`src/rtl/axis_pkt_arbiter_n.sv`:
```
// Packet-granular N-channel AXI-Stream arbiter with round-robin or fixed priority.
// Holds a grant for a whole packet and drives the merged stream from a register stage.
module axis_pkt_arbiter_n #(
  parameter int    P_CHANNELS = 2,
  parameter int    P_DATA_W   = 64,
  parameter int    P_USER_W   = 80,
  parameter string P_MODE     = "RR",
  localparam int   KW         = P_DATA_W / 8,
  localparam int   CW         = ($clog2(P_CHANNELS) > 1) ? $clog2(P_CHANNELS) : 1
) (
  input  logic                           i_clk,
  input  logic                           i_rst,
  input  logic [P_CHANNELS*P_DATA_W-1:0] s_axis_data,
  input  logic [P_CHANNELS*P_USER_W-1:0] s_axis_user,
  input  logic [P_CHANNELS*KW-1:0]       s_axis_keep,
  input  logic [P_CHANNELS-1:0]          s_axis_last,
  input  logic [P_CHANNELS-1:0]          s_axis_valid,
  output logic [P_CHANNELS-1:0]          s_axis_ready,
  output logic [P_DATA_W-1:0]            m_axis_data,
  output logic [P_USER_W-1:0]            m_axis_user,
  output logic [KW-1:0]                  m_axis_keep,
  output logic                           m_axis_last,
  output logic                           m_axis_valid,
  input  logic                           m_axis_ready,
  output logic [CW-1:0]                  o_grant_ch,
  output logic                           o_busy
);

  localparam bit FIXED = (P_MODE == "FIXED");

  typedef enum logic {IDLE, BUSY} state_t;

  state_t               state, state_nxt;
  logic [CW-1:0]        grant_ch, rr_ptr, winner;
  logic                 found, accept, out_ready;
  int unsigned          idx;
  logic [P_DATA_W-1:0]  sel_data;
  logic [P_USER_W-1:0]  sel_user;
  logic [KW-1:0]        sel_keep;
  logic                 sel_last, sel_valid;

  // Search order starts one past the last grant (RR) or at channel 0 (FIXED).
  always_comb begin
    winner = '0;
    found  = 1'b0;
    idx    = '0;
    for (int unsigned i = 0; i < P_CHANNELS; i++) begin
      idx = FIXED ? i : (32'(rr_ptr) + i + 1) % P_CHANNELS;
      if (!found && s_axis_valid[idx[CW-1:0]]) begin
        found  = 1'b1;
        winner = idx[CW-1:0];
      end
    end
  end

  always_comb begin
    sel_data  = '0;
    sel_user  = '0;
    sel_keep  = '0;
    sel_last  = 1'b0;
    sel_valid = 1'b0;
    for (int unsigned c = 0; c < P_CHANNELS; c++) begin
      if (grant_ch == CW'(c)) begin
        sel_data  = s_axis_data[c*P_DATA_W +: P_DATA_W];
        sel_user  = s_axis_user[c*P_USER_W +: P_USER_W];
        sel_keep  = s_axis_keep[c*KW +: KW];
        sel_last  = s_axis_last[c];
        sel_valid = s_axis_valid[c];
      end
    end
  end

  assign out_ready = ~m_axis_valid | m_axis_ready;

  always_comb begin
    state_nxt    = state;
    s_axis_ready = '0;
    accept       = 1'b0;
    unique case (state)
      IDLE: begin
        if (|s_axis_valid) state_nxt = BUSY;
      end
      BUSY: begin
        for (int unsigned c = 0; c < P_CHANNELS; c++) begin
          s_axis_ready[c] = (grant_ch == CW'(c)) & out_ready;
        end
        accept = sel_valid & out_ready;
        if (accept && sel_last) state_nxt = IDLE;
      end
      default: state_nxt = IDLE;
    endcase
  end

  always_ff @(posedge i_clk or negedge i_rst) begin
    if (!i_rst) begin
      state    <= IDLE;
      grant_ch <= '0;
      rr_ptr   <= CW'(P_CHANNELS - 1);
    end else begin
      state <= state_nxt;
      if (state == IDLE && |s_axis_valid) begin
        grant_ch <= winner;
        if (!FIXED) rr_ptr <= winner;
      end
    end
  end

  // Output register: load on accept, drop valid once drained, hold under backpressure.
  always_ff @(posedge i_clk or negedge i_rst) begin
    if (!i_rst) begin
      m_axis_data  <= '0;
      m_axis_user  <= '0;
      m_axis_keep  <= '0;
      m_axis_last  <= 1'b0;
      m_axis_valid <= 1'b0;
    end else if (accept) begin
      m_axis_data  <= sel_data;
      m_axis_user  <= sel_user;
      m_axis_keep  <= sel_keep;
      m_axis_last  <= sel_last;
      m_axis_valid <= 1'b1;
    end else if (m_axis_ready) begin
      m_axis_valid <= 1'b0;
    end
  end

  assign o_grant_ch = grant_ch;
  assign o_busy     = (state == BUSY);

endmodule

```
`config.mk`:
```
export PLATFORM = sky130hd
export DESIGN_NAME = axis_pkt_arbiter_n
export DESIGN_NICKNAME = d
export VERILOG_FILES = /design/src/rtl/axis_pkt_arbiter_n.sv
export SDC_FILE = /design/constraint.sdc
export NUM_CORES = 1
export LEC_CHECK = 0
export CAP_MARGIN = 10
export CORE_AREA = 2 2 182 184
export DETAILED_ROUTE_END_ITERATION = 8
export DIE_AREA = 0 0 184 186
export GPL_TIMING_DRIVEN = 0
export MAX_ROUTING_LAYER = met4
export PLACE_DENSITY_LB_ADDON = 0.1
export SLEW_MARGIN = 0
export SYNTH_ARGS = -nofsm -noshare
export SYNTH_HDL_FRONTEND = slang
export SYNTH_SLANG_ARGS = --single-unit
```
`constraint.sdc`:
```
create_clock -name i_clk -period 4.2 [get_ports i_clk]
set_clock_uncertainty 0.2 [all_clocks]
set_input_delay 0.42 -clock i_clk [delete_from_list [all_inputs] [get_ports i_clk]]
set_output_delay 0.42 -clock i_clk [all_outputs]
set_load 0.02 [all_outputs]
```
==> results of run 1 <==
==> worst max-delay path, cell delays in order, from the launching register on <==
cell and delay, ns:
dfrtp_1 0.43, buf_4 0.24, clkbuf_1 0.53, and3_1 0.25, clkdlybuf4s50_1 0.63
==> cell families (layout without fill, tap and decap cells) <==
kind of cell           Yosys count  in the layout
AO/OA/AOI/OAI                    4              4
buffers and inverters           35            537
flip-flops                     157            157
multiplexers                   307            307
AND/OR/NAND/NOR                  9              9
==> per-stage QoR <==
step                      util (%)  setup TNS, ns  setup slack [ns]  power [mW]
after detailed placement      40.2              0              1.39        8.34
after floorplan                  -              0              2.21        5.68
after global placement        40.1        -764.72             -4.90        8.31
final                         42.2              0              1.05        9.97
after global routing          42.2              0             0.810        10.6
after CTS                     42.2              0             0.923        10.2
==> metal layers <==
layer	track usage (%)	routed length [um]	up-vias
met5	-	0	-
met4	4.16	262	0
met3	6.34	2640	15
met2	29.3	14700	261
met1	17.3	10300	2909
li1	-	-	2836
==> sequential cells by signal, indices dropped and copies added, names as in the netlist <==
name	count
m_axis_user	80
m_axis_valid	1
rr_ptr	1
o_busy	1
m_axis_keep	8
o_grant_ch	1
m_axis_data	64
m_axis_last	1
==> final cells by class <==
type	count	share of cell area, %
tap	408	3.75
clock buffer	20	3.36
buffer	34	1.78
clock inverter	12	1.54
inverter	1	0.0276
multi-input combinational	320	25.9
timing repair buffer	470	34.7
sequential	157	28.9
==> timing repair <==
item	CTS	global route
hold buffers	1	0
setup endpoints to repair	0	0
hold endpoints to repair	80	0
==> worst max path at each step <==
stage / startpoint / end / slack [ns] / cells after the start
2_1_floorplan: o_grant_ch / m_axis_keep[3] / 2.21 / 4
3_3_place_gp: i_rst / m_axis_user[26] / -4.90 / 1
3_5_place_dp: o_grant_ch / s_axis_ready[1] / 1.39 / 4
4_1_cts: o_grant_ch / s_axis_ready[1] / 0.92 / 4
5_1_grt: o_grant_ch / s_axis_ready[1] / 0.81 / 4
6_report: o_grant_ch / s_axis_ready[1] / 1.05 / 4
==> layout by cell type (no fill, tap or decap) <==
cell type	netlist	final
clkdlybuf4s50_1	0	467
dfrtp_1	156	156
mux2_1	153	153
mux2_2	152	152
clkbuf_16	0	17
buf_6	10	10
buf_4	8	8
buf_2	8	8
clkbuf_1	6	7
bufinv_16	0	5
nand2b_1	3	3
nand2_1	3	3
clkinv_4	0	3
mux2i_1	2	2
buf_1	2	2
clkinvlp_4	0	2
clkbuf_8	0	2
inv_6	0	2
nor2_1	1	1
nand3_1	1	1
o32a_1	1	1
and3_1	1	1
a21oi_1	1	1
a21o_1	1	1
o21ai_0	1	1
inv_1	1	1
dlygate4sd3_1	0	1
buf_8	0	1
buf_16	0	1
dfstp_2	1	1
==> synthesized netlist by cell type, drive strengths merged, types with 2 or more instances <==
master / count
nand2: 3
buf: 28
clkbuf: 6
dfrtp: 156
mux2i: 2
nand2b: 3
mux2: 305
==> power by group <==
group / leakage, nW / internal, mW / switching, mW / total, mW
combinational: 3.27 / 2.90 / 2.57 / 5.47
clock: 0.317 / 1.10 / 0.695 / 1.79
sequential: 1.83 / 2.31 / 0.389 / 2.70
==> results.txt, run 1 <==
In the routed design, unresolved DRC markers number 0. The area used by multi-input combinational logic is 0.00353 mm^2. The clock transition at the registers of the reported paths came out at 0.07 ns. Dividing the detail-routed wire length by the instance count gives 19.7 um. The worst register-to-register path begins at o_grant_ch. Each instance of the synthesized netlist takes up on average 15.0 um^2. The sum of net half-perimeters after detailed placement is 22.0 mm.

The classification of the worst-slack hold path is reg2reg. After synthesis, the largest family of logic cells by area is multiplexers. The clock tree root driver cell is clkbuf_16. The worst hold path terminates at rr_ptr. The async set or reset register ratio after synthesis came out at 100%. The number of H-tree levels came out at 4.

Summing the areas of all compound-gate instances in the mapped netlist gives 0.357% of the synthesized area. The die is 186 um tall. The global-route wire length before repair came out at 40.1 mm. The die footprint came out at 0.0342 mm^2.

For the worst-skew pair, the clock arrives at the later sink with an insertion delay of 0.43 ns. The synthesized design contains 157 register bits. The synthesized instance count came out at 512. Among all flip-flop cells after synthesis, the most frequent one is dfrtp_1. The global-route usage over all layers is 16.5%. Summed over all layers, the routed wires come to 28.0 mm. The final critical path takes up 74.9% of the cycle. The non-filler instance count after layout is 1422.

By area the synthesized netlist is led by dfrtp_1 51%, mux2_1 22%, mux2_2 22%. The max-cap check violation count is 0. The peak clock frequency supported by timing is 0.318 GHz.

The power per standard cell area is 733 mW/mm^2. Of the post-synthesis cell area, the dominant cell type holds 50.7%. The number of global-route vias before repair came to 6458.

The Yosys step of the flow raised 0 warnings. The post-synthesis share of cell area spent on and, or, nand and nor gates came out at 0.585%. The post-route cell area came out at 0.0136 mm^2.

The number of different library cells used by synthesis comes to 20. Cells with a size suffix above 1 make up 20.9% of the layout. The post-route antenna net violation count came out at 0. The number of core rows is 66. The maximum fanout encountered on the critical timing path is 10. The post-placement cell count is 1389. After synthesis the cells add up to 0.00770 mm^2.

The effective utilization at floorplan is 23.9%. The startpoint identified for the worst hold timing path is rr_ptr. The horizontal die dimension is 184 um. The count of flip-flops with a built-in enable after synthesis came out at 0. The initial antenna violation count was 0. The kind of critical path is reg2out. Measured against the total synthesized area, the mux share comes to 44.8%.

The total global routing overflow came out at 0. The maximum resistive drop on vdd came out at 360 uV. The final-stage net count came out at 1312. After Yosys synthesis, XOR and XNOR cells account for 0% of the synthesized area. The flow ran to the end, and the final reports show no timing, DRC or antenna violations.

The shortest period the worst path allows came out at 3.15 ns. The TritonCTS sink count is 157. The number of nets produced by synthesis is 823.

The number of buffers inserted during clock tree synthesis came out at 17. The setup check on the worst reg-to-reg path leaves a slack of 1.84 ns. The capture instance of the worst register-to-register path is m_axis_user[41]. The number of cells on the worst hold path is 2. The number of I/O port buffers came out at 468.

The relative max-transition margin came out at 54.2%. The number of DRC markers in iteration 0 came out at 163. Gates resized during post-CTS repair numbered 0. The pin count of the biggest net entering global routing is 82. TritonCTS built the clock tree. The share of synthesized area occupied by flip-flops and latches came out at 51.0%. 0 antenna diodes ended up in the layout. At the pin with the least slew margin, the transition time is 0.688 ns. The overall via count from detail_route is 6021. The post-synthesis share of cell area spent on full adders, half adders and majority gates came out at 0%. The placed standard-cell area came out at 0.0129 mm^2.

The congestion estimate from routability-driven global placement came to 0.704. Setup repair after global routing left no endpoint under its margin. The worst reg-to-reg path cell count came out at 4. The count of filler cells inserted in the layout is 3059. The total leakage power came out at 5.42 nW.

The average via count per standard cell came out at 4.23. The core box area came out at 0.0322 mm^2. STA classifies the critical path endpoint as an output port. The total I/O pin count came out at 469.

The number of buffers on the longest clock path is 2. The max-slew violation count is 0. From synthesis to final layout, the design area changed by 76.6%. The post-synthesis cell type with the largest combined area is dfrtp_1. The arrival time at the worst endpoint came out at 2.53 ns. The number of optimization iterations in the first detailed-route pass came out at 4. The required arrival time at the worst endpoint came out at 3.58 ns. The worst slack on hold paths came out at 0.285 ns. The startpoint type of the worst setup path is a flop.

The area taken by flip-flops and latches came out at 0.00393 mm^2. Setup violations remaining at the end of the flow were counted as 0. Buffers added to address setup during post-CTS repair amount to 0. The count of final hold-check violations is 0.
No activity file was read; power rests on OpenSTA's default activity.
==> run 2, diff against run 1 <==
--- a/config.mk
+++ b/config.mk
@@ -6,9 +6,9 @@
 export NUM_CORES = 1
 export LEC_CHECK = 0
 export CAP_MARGIN = 10
-export CORE_AREA = 2 2 182 184
+export CORE_AREA = 2 2 183 185
 export DETAILED_ROUTE_END_ITERATION = 8
-export DIE_AREA = 0 0 184 186
+export DIE_AREA = 0 0 185 187
 export GPL_TIMING_DRIVEN = 0
 export MAX_ROUTING_LAYER = met4
 export PLACE_DENSITY_LB_ADDON = 0.1
==> constraint.sdc (replaced) <==
create_clock -name i_clk -period 2.6 [get_ports i_clk]
set_clock_uncertainty 0.2 [all_clocks]
set_input_delay 0.26 -clock i_clk [delete_from_list [all_inputs] [get_ports i_clk]]
set_output_delay 0.26 -clock i_clk [all_outputs]
set_load 0.02 [all_outputs]
==> results.txt, run 2 (synthesized netlist as in run 1, its figures left out) <==
The flip-flop count of the largest register after layout was 80 (unchanged). In this run the critical register-to-register path is launched from o_grant_ch. The core box area was 0.0329 mm^2 (+2.0%).

From synthesis to final layout, the design area changed by 75.9%. The initial antenna violation count is 0 (unchanged). The post-placement cell count came out at 1429 (+2.9%).

TritonCTS built the clock tree. The leading cell type in the layout, fill and taps excluded is clkdlybuf4s50_1. The overall routed net length came out at 26.8 mm (-4.3%). The clock power share is 15.7% (-2.3 points). The insertion delay of the later-clocked pin in the worst-skew pair is 0.43 ns (about the same).

The die footprint came out at 0.0346 mm^2 (+1.1%). Ranked by flip-flop count, first place goes to m_axis_user. The tightest min-delay check is of the in2async type.

The post-route antenna net violation count came out at 0 (unchanged). The switching share of power is 37.1% (+0.41 points). The non-filler instance count after layout came out at 1461 (+2.7%). The worst reg-to-reg path cell count is 4 (unchanged). The wire length per cell came out at 18.3 um (-6.8%). The remaining routing DRC violations came to 0 (unchanged). The arrival time at the worst endpoint is 1.94 ns (-0.59 ns).

The fraction of layout instances using a drive strength above 1 is 20.5% (-0.37 points). For this run, the top clock speed supported by timing is 0.417 GHz. The effective utilization at floorplan came out at 23.4% (-0.48 points). The slowest stage of the critical path belongs to the cell clkdlybuf4s50_1. The share of the cycle needed by the critical path after routing is 92.3%. The global-route wire length before repair is 39.3 mm (-2.0%). The number of I/O port buffers came out at 468 (unchanged). The kind of critical path is reg2out. The count of final hold-check violations came out at 0 (unchanged). The number of optimization iterations in the first detailed-route pass is 4 (unchanged).

In this run the critical register-to-register path is captured at m_axis_keep[4]. The longest individual stage delay on the worst path came out at 0.65 ns (+0.02 ns). The number of global-route vias before repair is 6525 (+1.0%). The logic depth of the worst setup path including buffers is 3 (-1). The largest registers in the layout are m_axis_user (80), m_axis_data (64), m_axis_keep (8). The placed standard-cell area came out at 0.0130 mm^2 (+0.39%). The max-cap check violation count came to 0 (unchanged).

The combinational group share of total power came out at 56.5% (+1.6 points). The maximum fanout encountered on the critical timing path was 19 (+9). The internal power contribution is 9.84 mW (+56%). The final-stage net count is 1311 (-0.076%). The relative max-transition margin came out at 49.0% (-5.1 points). The critical path launch point is o_grant_ch. The height of the die is 187 um (+0.54%). The clock transition at the registers of the reported paths was 0.06 ns (about the same). The worst setup path is launched from a flop.

The number of buffers on the longest clock path came out at 2 (unchanged). The total leakage power is 5.36 nW (-1.1%). The run finished with clean final reports. The clock tree root driver cell is clkbuf_16. The maximum resistive drop on vdd came out at 421 uV (+17%). The total global routing overflow came out at 0 (unchanged). The final count of negative-setup-slack endpoints was 0 (unchanged). The max-slew violation count came out at 0 (unchanged). Setup repair after global routing left no endpoint under its margin.

The termination of the worst setup path is s_axis_ready[1]. The net switching power is 5.81 mW (+59%). The required arrival time at the worst endpoint was 2.14 ns (-1.44 ns). The share of total power in sequential cells came out at 27.8% (+0.7 points). The TritonCTS sink count came out at 157 (unchanged).

The number of DRC markers in iteration 0 is 174 (+6.7%). Subtracting the final worst setup slack from the clock period gives 2.40 ns. The total I/O pin count is 469 (unchanged). The total setup buffers inserted after CTS came out at 0 (unchanged).

The post-route cell area is 0.0136 mm^2 (-0.40%). The horizontal die dimension was 185 um (+0.54%). The critical path buffer and inverter count is 2 (-1). The antenna diode count was 0 (unchanged).

The signal on the critical path passes through buf_6, and3_1, clkdlybuf4s50_1. The average via count per standard cell is 4.11 (-2.9%). The pin count of the biggest net entering global routing came out at 91 (+11%). The final weighted congestion in routability-driven placement was 0.740 (+5.0%).

In the layout the commonest cells are 467 x clkdlybuf4s50_1, 156 x dfrtp_1, 153 x mux2_1. The worst slack on hold paths came out at 0.210 ns (-0.0751 ns). The pin slew with the least headroom to its limit is 0.764 ns (+0.0767 ns).

The global-route usage over all layers came out at 15.9% (-0.68 points). The family with the most delay on the worst path is buffers and inverters. The number of H-tree levels is 4 (unchanged). The power per standard cell area is 1150 mW/mm^2 (+58%). The sum of net half-perimeters after detailed placement came out at 21.3 mm (-3.1%). STA classifies the critical path endpoint as an output port.

The minimum setup slack among reg-to-reg paths is 0.28 ns (-1.56 ns). The overall via count from detail_route is 6008 (-0.22%). The number of core rows is 67 (+1.5%). The number of buffers inserted during clock tree synthesis is 17 (unchanged).
==> run 2: layout make-up <==
cell class | count | area (um^2)
buffer | 33 | 243
clock buffer | 22 | 444
clock inverter | 10 | 118
fill | 3149 | 19300
inverter | 1 | 3.75
multi-input combinational | 320 | 3530
sequential | 157 | 3930
tap | 448 | 561
timing repair buffer | 470 | 4730
==> run 2: stage by stage <==
stage / power [mW] / utilization (%) / TNS [ns] / setup slack, ns
floorplan: 9.17 / - / 0 / 0.606
global placement: 13.4 / 39.4 / -987.97 / -6.33
detailed placement: 13.5 / 39.5 / -0.126 / -0.126
CTS: 16.0 / 41.2 / 0 / 0.0439
global route: 16.7 / 41.2 / 0 / 0.0449
finish: 15.6 / 41.2 / 0 / 0.199
==> run 2: worst register-to-register path: cells and delay by family, from the launching register on <==
family | cells | cell delay, ns
flip-flops | 1 | 0.43
buffers and inverters | 2 | 0.86
multiplexers | 2 | 0.71
==> run 2: metal layers <==
| metal | global-route usage (%) | part of all wire, % |
|---|---|---|
| met1 | 15.6 | 36 |
| met2 | 28.5 | 52 |
| met3 | 6.56 | 11 |
| met4 | 4.21 | 1.5 |
| met5 | - | 0 |
==> run 2: power by group through the flow <==
stage	registers, mW	clock network (mW)	logic (mW)
2_1_floorplan	5.93	0	3.24
6_report	4.35	2.45	8.84
3_3_place_gp	4.36	0	9.08
3_5_place_dp	4.40	0	9.08
4_1_cts	4.37	2.56	9.09
5_1_grt	4.54	2.68	9.44
==> run 2: how the worst min path moves through the flow <==
stage | to | startpoint
final | m_axis_data[12] | i_rst
after global placement | m_axis_user[76] | m_axis_user[76]
after detailed placement | m_axis_data[12] | i_rst
after floorplan | m_axis_data[0] | i_rst
after global routing | m_axis_data[12] | i_rst
after CTS | rr_ptr | s_axis_valid[1]
==> run 2: timing repair <==
action                     in CTS  in global routing
hold buffers                    1                  0
setup endpoints to repair       2                  1
gates resized for setup         0                  1
hold endpoints to repair       89                  0
==> run 3, diff against run 2 <==
--- a/config.mk
+++ b/config.mk
@@ -6,9 +6,10 @@
 export NUM_CORES = 1
 export LEC_CHECK = 0
 export CAP_MARGIN = 10
-export CORE_AREA = 2 2 183 185
+export CELL_PAD_IN_SITES_DETAIL_PLACEMENT = 1
+export CELL_PAD_IN_SITES_GLOBAL_PLACEMENT = 2
+export CORE_UTILIZATION = 21
 export DETAILED_ROUTE_END_ITERATION = 8
-export DIE_AREA = 0 0 185 187
 export GPL_TIMING_DRIVEN = 0
 export MAX_ROUTING_LAYER = met4
 export PLACE_DENSITY_LB_ADDON = 0.1
==> results.txt, run 3 (synthesized netlist as in run 1, its figures left out) <==
The TritonCTS sink count came out at 157 (unchanged). The final reports fail on DRC. The number of core rows is 69 (+3.0%). The die footprint is 0.0375 mm^2 (+8.3%). The overall routed net length came out at 28.8 mm (+7.6%).

The share of the cycle needed by the critical path after routing is 93.7% (+1.3 points). The library cell used most frequently in the layout, excluding fill and tap cells, is clkdlybuf4s50_1. The shortest period the worst path allows came out at 2.44 ns (+0.0350 ns). The tightest min-delay check is of the in2async type. Setup repair after global routing left no endpoint under its margin. TritonCTS built the clock tree.

The number of H-tree levels came out at 4 (unchanged). The setup path with the least slack is of type reg2out. The top cell types in the final layout, fill and taps aside, are 467 x clkdlybuf4s50_1, 156 x dfrtp_1, 153 x mux2_1. CTS placed an instance of clkbuf_16 at the clock tree root.

The core box area is 0.0358 mm^2 (+9.0%). The peak clock frequency supported by timing came out at 0.411 GHz (-1.4%). The max-slew violation count came out at 0 (unchanged). The horizontal die dimension was 194 um (+4.6%). The number of DRC markers in iteration 0 came to 169 (-2.9%). The worst setup path is captured at an output port.

The total setup buffers inserted after CTS was 0 (unchanged). The max-cap check violation count came out at 0 (unchanged). The post-route antenna net violation count came out at 0 (unchanged). The startpoint type of the worst setup path is a flop. The pin count of the biggest net entering global routing came to 92 (+1.1%). The relative max-transition margin came out at 59.7% (+11 points).

The area growth from synthesis to layout is 76.4%. The number of global-route vias before repair came out at 6843 (+4.9%). The insertion delay of the later-clocked pin in the worst-skew pair is 0.43 ns (about the same). The largest registers in the layout are m_axis_user (80), m_axis_data (64), m_axis_keep (8). The effective utilization at floorplan is 21.5% (-1.9 points). The flip-flop count of the largest register after layout is 80 (unchanged). The clock transition at the registers of the reported paths came out at 0.06 ns (about the same). The maximum fanout encountered on the critical timing path is 19 (unchanged).

The number of I/O port buffers came out at 468 (unchanged). The sum of net half-perimeters after detailed placement is 22.8 mm (+7.0%). The global-route wire length before repair came to 43.9 mm (+12%).

The number of optimization iterations in the first detailed-route pass came out at 8 (+4). The required arrival time at the worst endpoint is 2.14 ns (about the same). The flow ran to the end, but the final reports show violations. The global-route usage over all layers is 16.4% (+0.52 points). The initial antenna violation count came out at 5 (+5). The overall via count from detail_route is 6125 (+1.9%). The count of filler cells inserted in the layout came out at 3800 (+21%). The final count of negative-setup-slack endpoints is 0 (unchanged). The height of the die is 194 um (+3.5%). The worst slack on hold paths came out at 0.173 ns (-0.0369 ns). More flip-flops sit in one register than any other, and that register is m_axis_user.

The pin slew with the least headroom to its limit is 0.605 ns (-0.160 ns). The power per standard cell area came out at 1160 mW/mm^2 (+0.58%). The fraction of layout instances using a drive strength above 1 is 20.4% (-0.099 points). The total leakage power came out at 5.38 nW (+0.41%). The remaining routing DRC violations was 34 (+34).

The count of final hold-check violations came to 0 (unchanged). The final weighted congestion in routability-driven placement was 0.701 (-5.3%). The total I/O pin count is 469 (unchanged). The number of buffers inserted during clock tree synthesis is 17 (unchanged). The arrival time at the worst endpoint was 1.98 ns (+0.04 ns). The wire length per cell came to 19.5 um (+6.3%). The maximum resistive drop on vdd came out at 493 uV (+17%).

The final-stage net count is 1311 (unchanged). The overall power after layout is 15.8 mW (+0.88%). The average via count per standard cell was 4.14 (+0.71%).

The total global routing overflow is 0 (unchanged). The number of buffers on the longest clock path is 2 (unchanged).
-- run 3: cell types whose count changed in the layout (fill, tap and decap cells not counted) --
cell	delta
diode_2	+5
clkinvlp_4	-4
clkbuf_8	+3
clkbuf_1	+1
clkinv_2	+1
clkinv_4	-1
-- run 3: critical path, stage by stage (launching register included) --
cell             delay, ns
dfrtp_1               0.44
buf_6                 0.27
and3_1                0.19
clkdlybuf4s50_1       0.64
-- run 3: final timing paths --
path,from,endpoint,slack (ns),cells after the start
worst max-delay path,o_grant_ch,s_axis_ready[1],0.16,3
worst min-delay path,i_rst,m_axis_user[32],0.17,2
worst max register to register,o_grant_ch,m_axis_data[40],0.25,4
worst min register to register,m_axis_data[43],m_axis_data[43],0.29,1
max in group asynchronous,i_rst,m_axis_data[40],1.12,3
min in group i_clk,s_axis_valid[1],rr_ptr,0.25,3
-- run 3: where the power goes --
group          total, mW  leakage (nW)  internal, mW  switching (mW)
clock               2.54         0.282          1.49            1.05
sequential          4.37          1.83          3.74           0.636
combinational       8.87          3.27          4.69            4.18
-- run 3: layout make-up --
class	count	area (um^2)	share of cell area, %
inverters	1	3.75	0.0276
clock buffers	26	489	3.60
diodes	5	12.5	0.0920
clock inverters	6	83.8	0.617
plain buffers	33	243	1.79
multi-input cells	320	3530	25.9
well taps	461	577	4.24
flip-flops and latches	157	3930	28.9
repair buffers	470	4730	34.8
-- run 3: routing by layer --
layer / global-route usage (%) / up-vias / routed length, um
li1: - / 2825 / -
met1: 17.6 / 3006 / 11100
met2: 26.8 / 271 / 14400
met3: 6.82 / 23 / 2850
met4: 6.04 / 0 / 477
met5: - / - / 0
-- run 3: metrics by stage --
step	worst slack [ns]	setup TNS (ns)	instances	util, %	cell area (um^2)
2_1_floorplan	0.606	0	512	-	7700
3_3_place_gp	-6.53	-1019.23	1441	36.2	13000
3_5_place_dp	-0.106	-0.106	1442	36.3	13000
4_1_cts	0.0725	0	1474	37.9	13600
5_1_grt	0.0112	0	1479	37.9	13600
6_report	0.164	0	1479	37.9	13600
-- run 3: what timing repair did --
| action | CTS | global route |
|---|---|---|
| hold buffers | 1 | 0 |
| hold endpoints to repair | 66 | 0 |
| gates resized for setup | 1 | 0 |
| setup endpoints to repair | 2 | 0 |
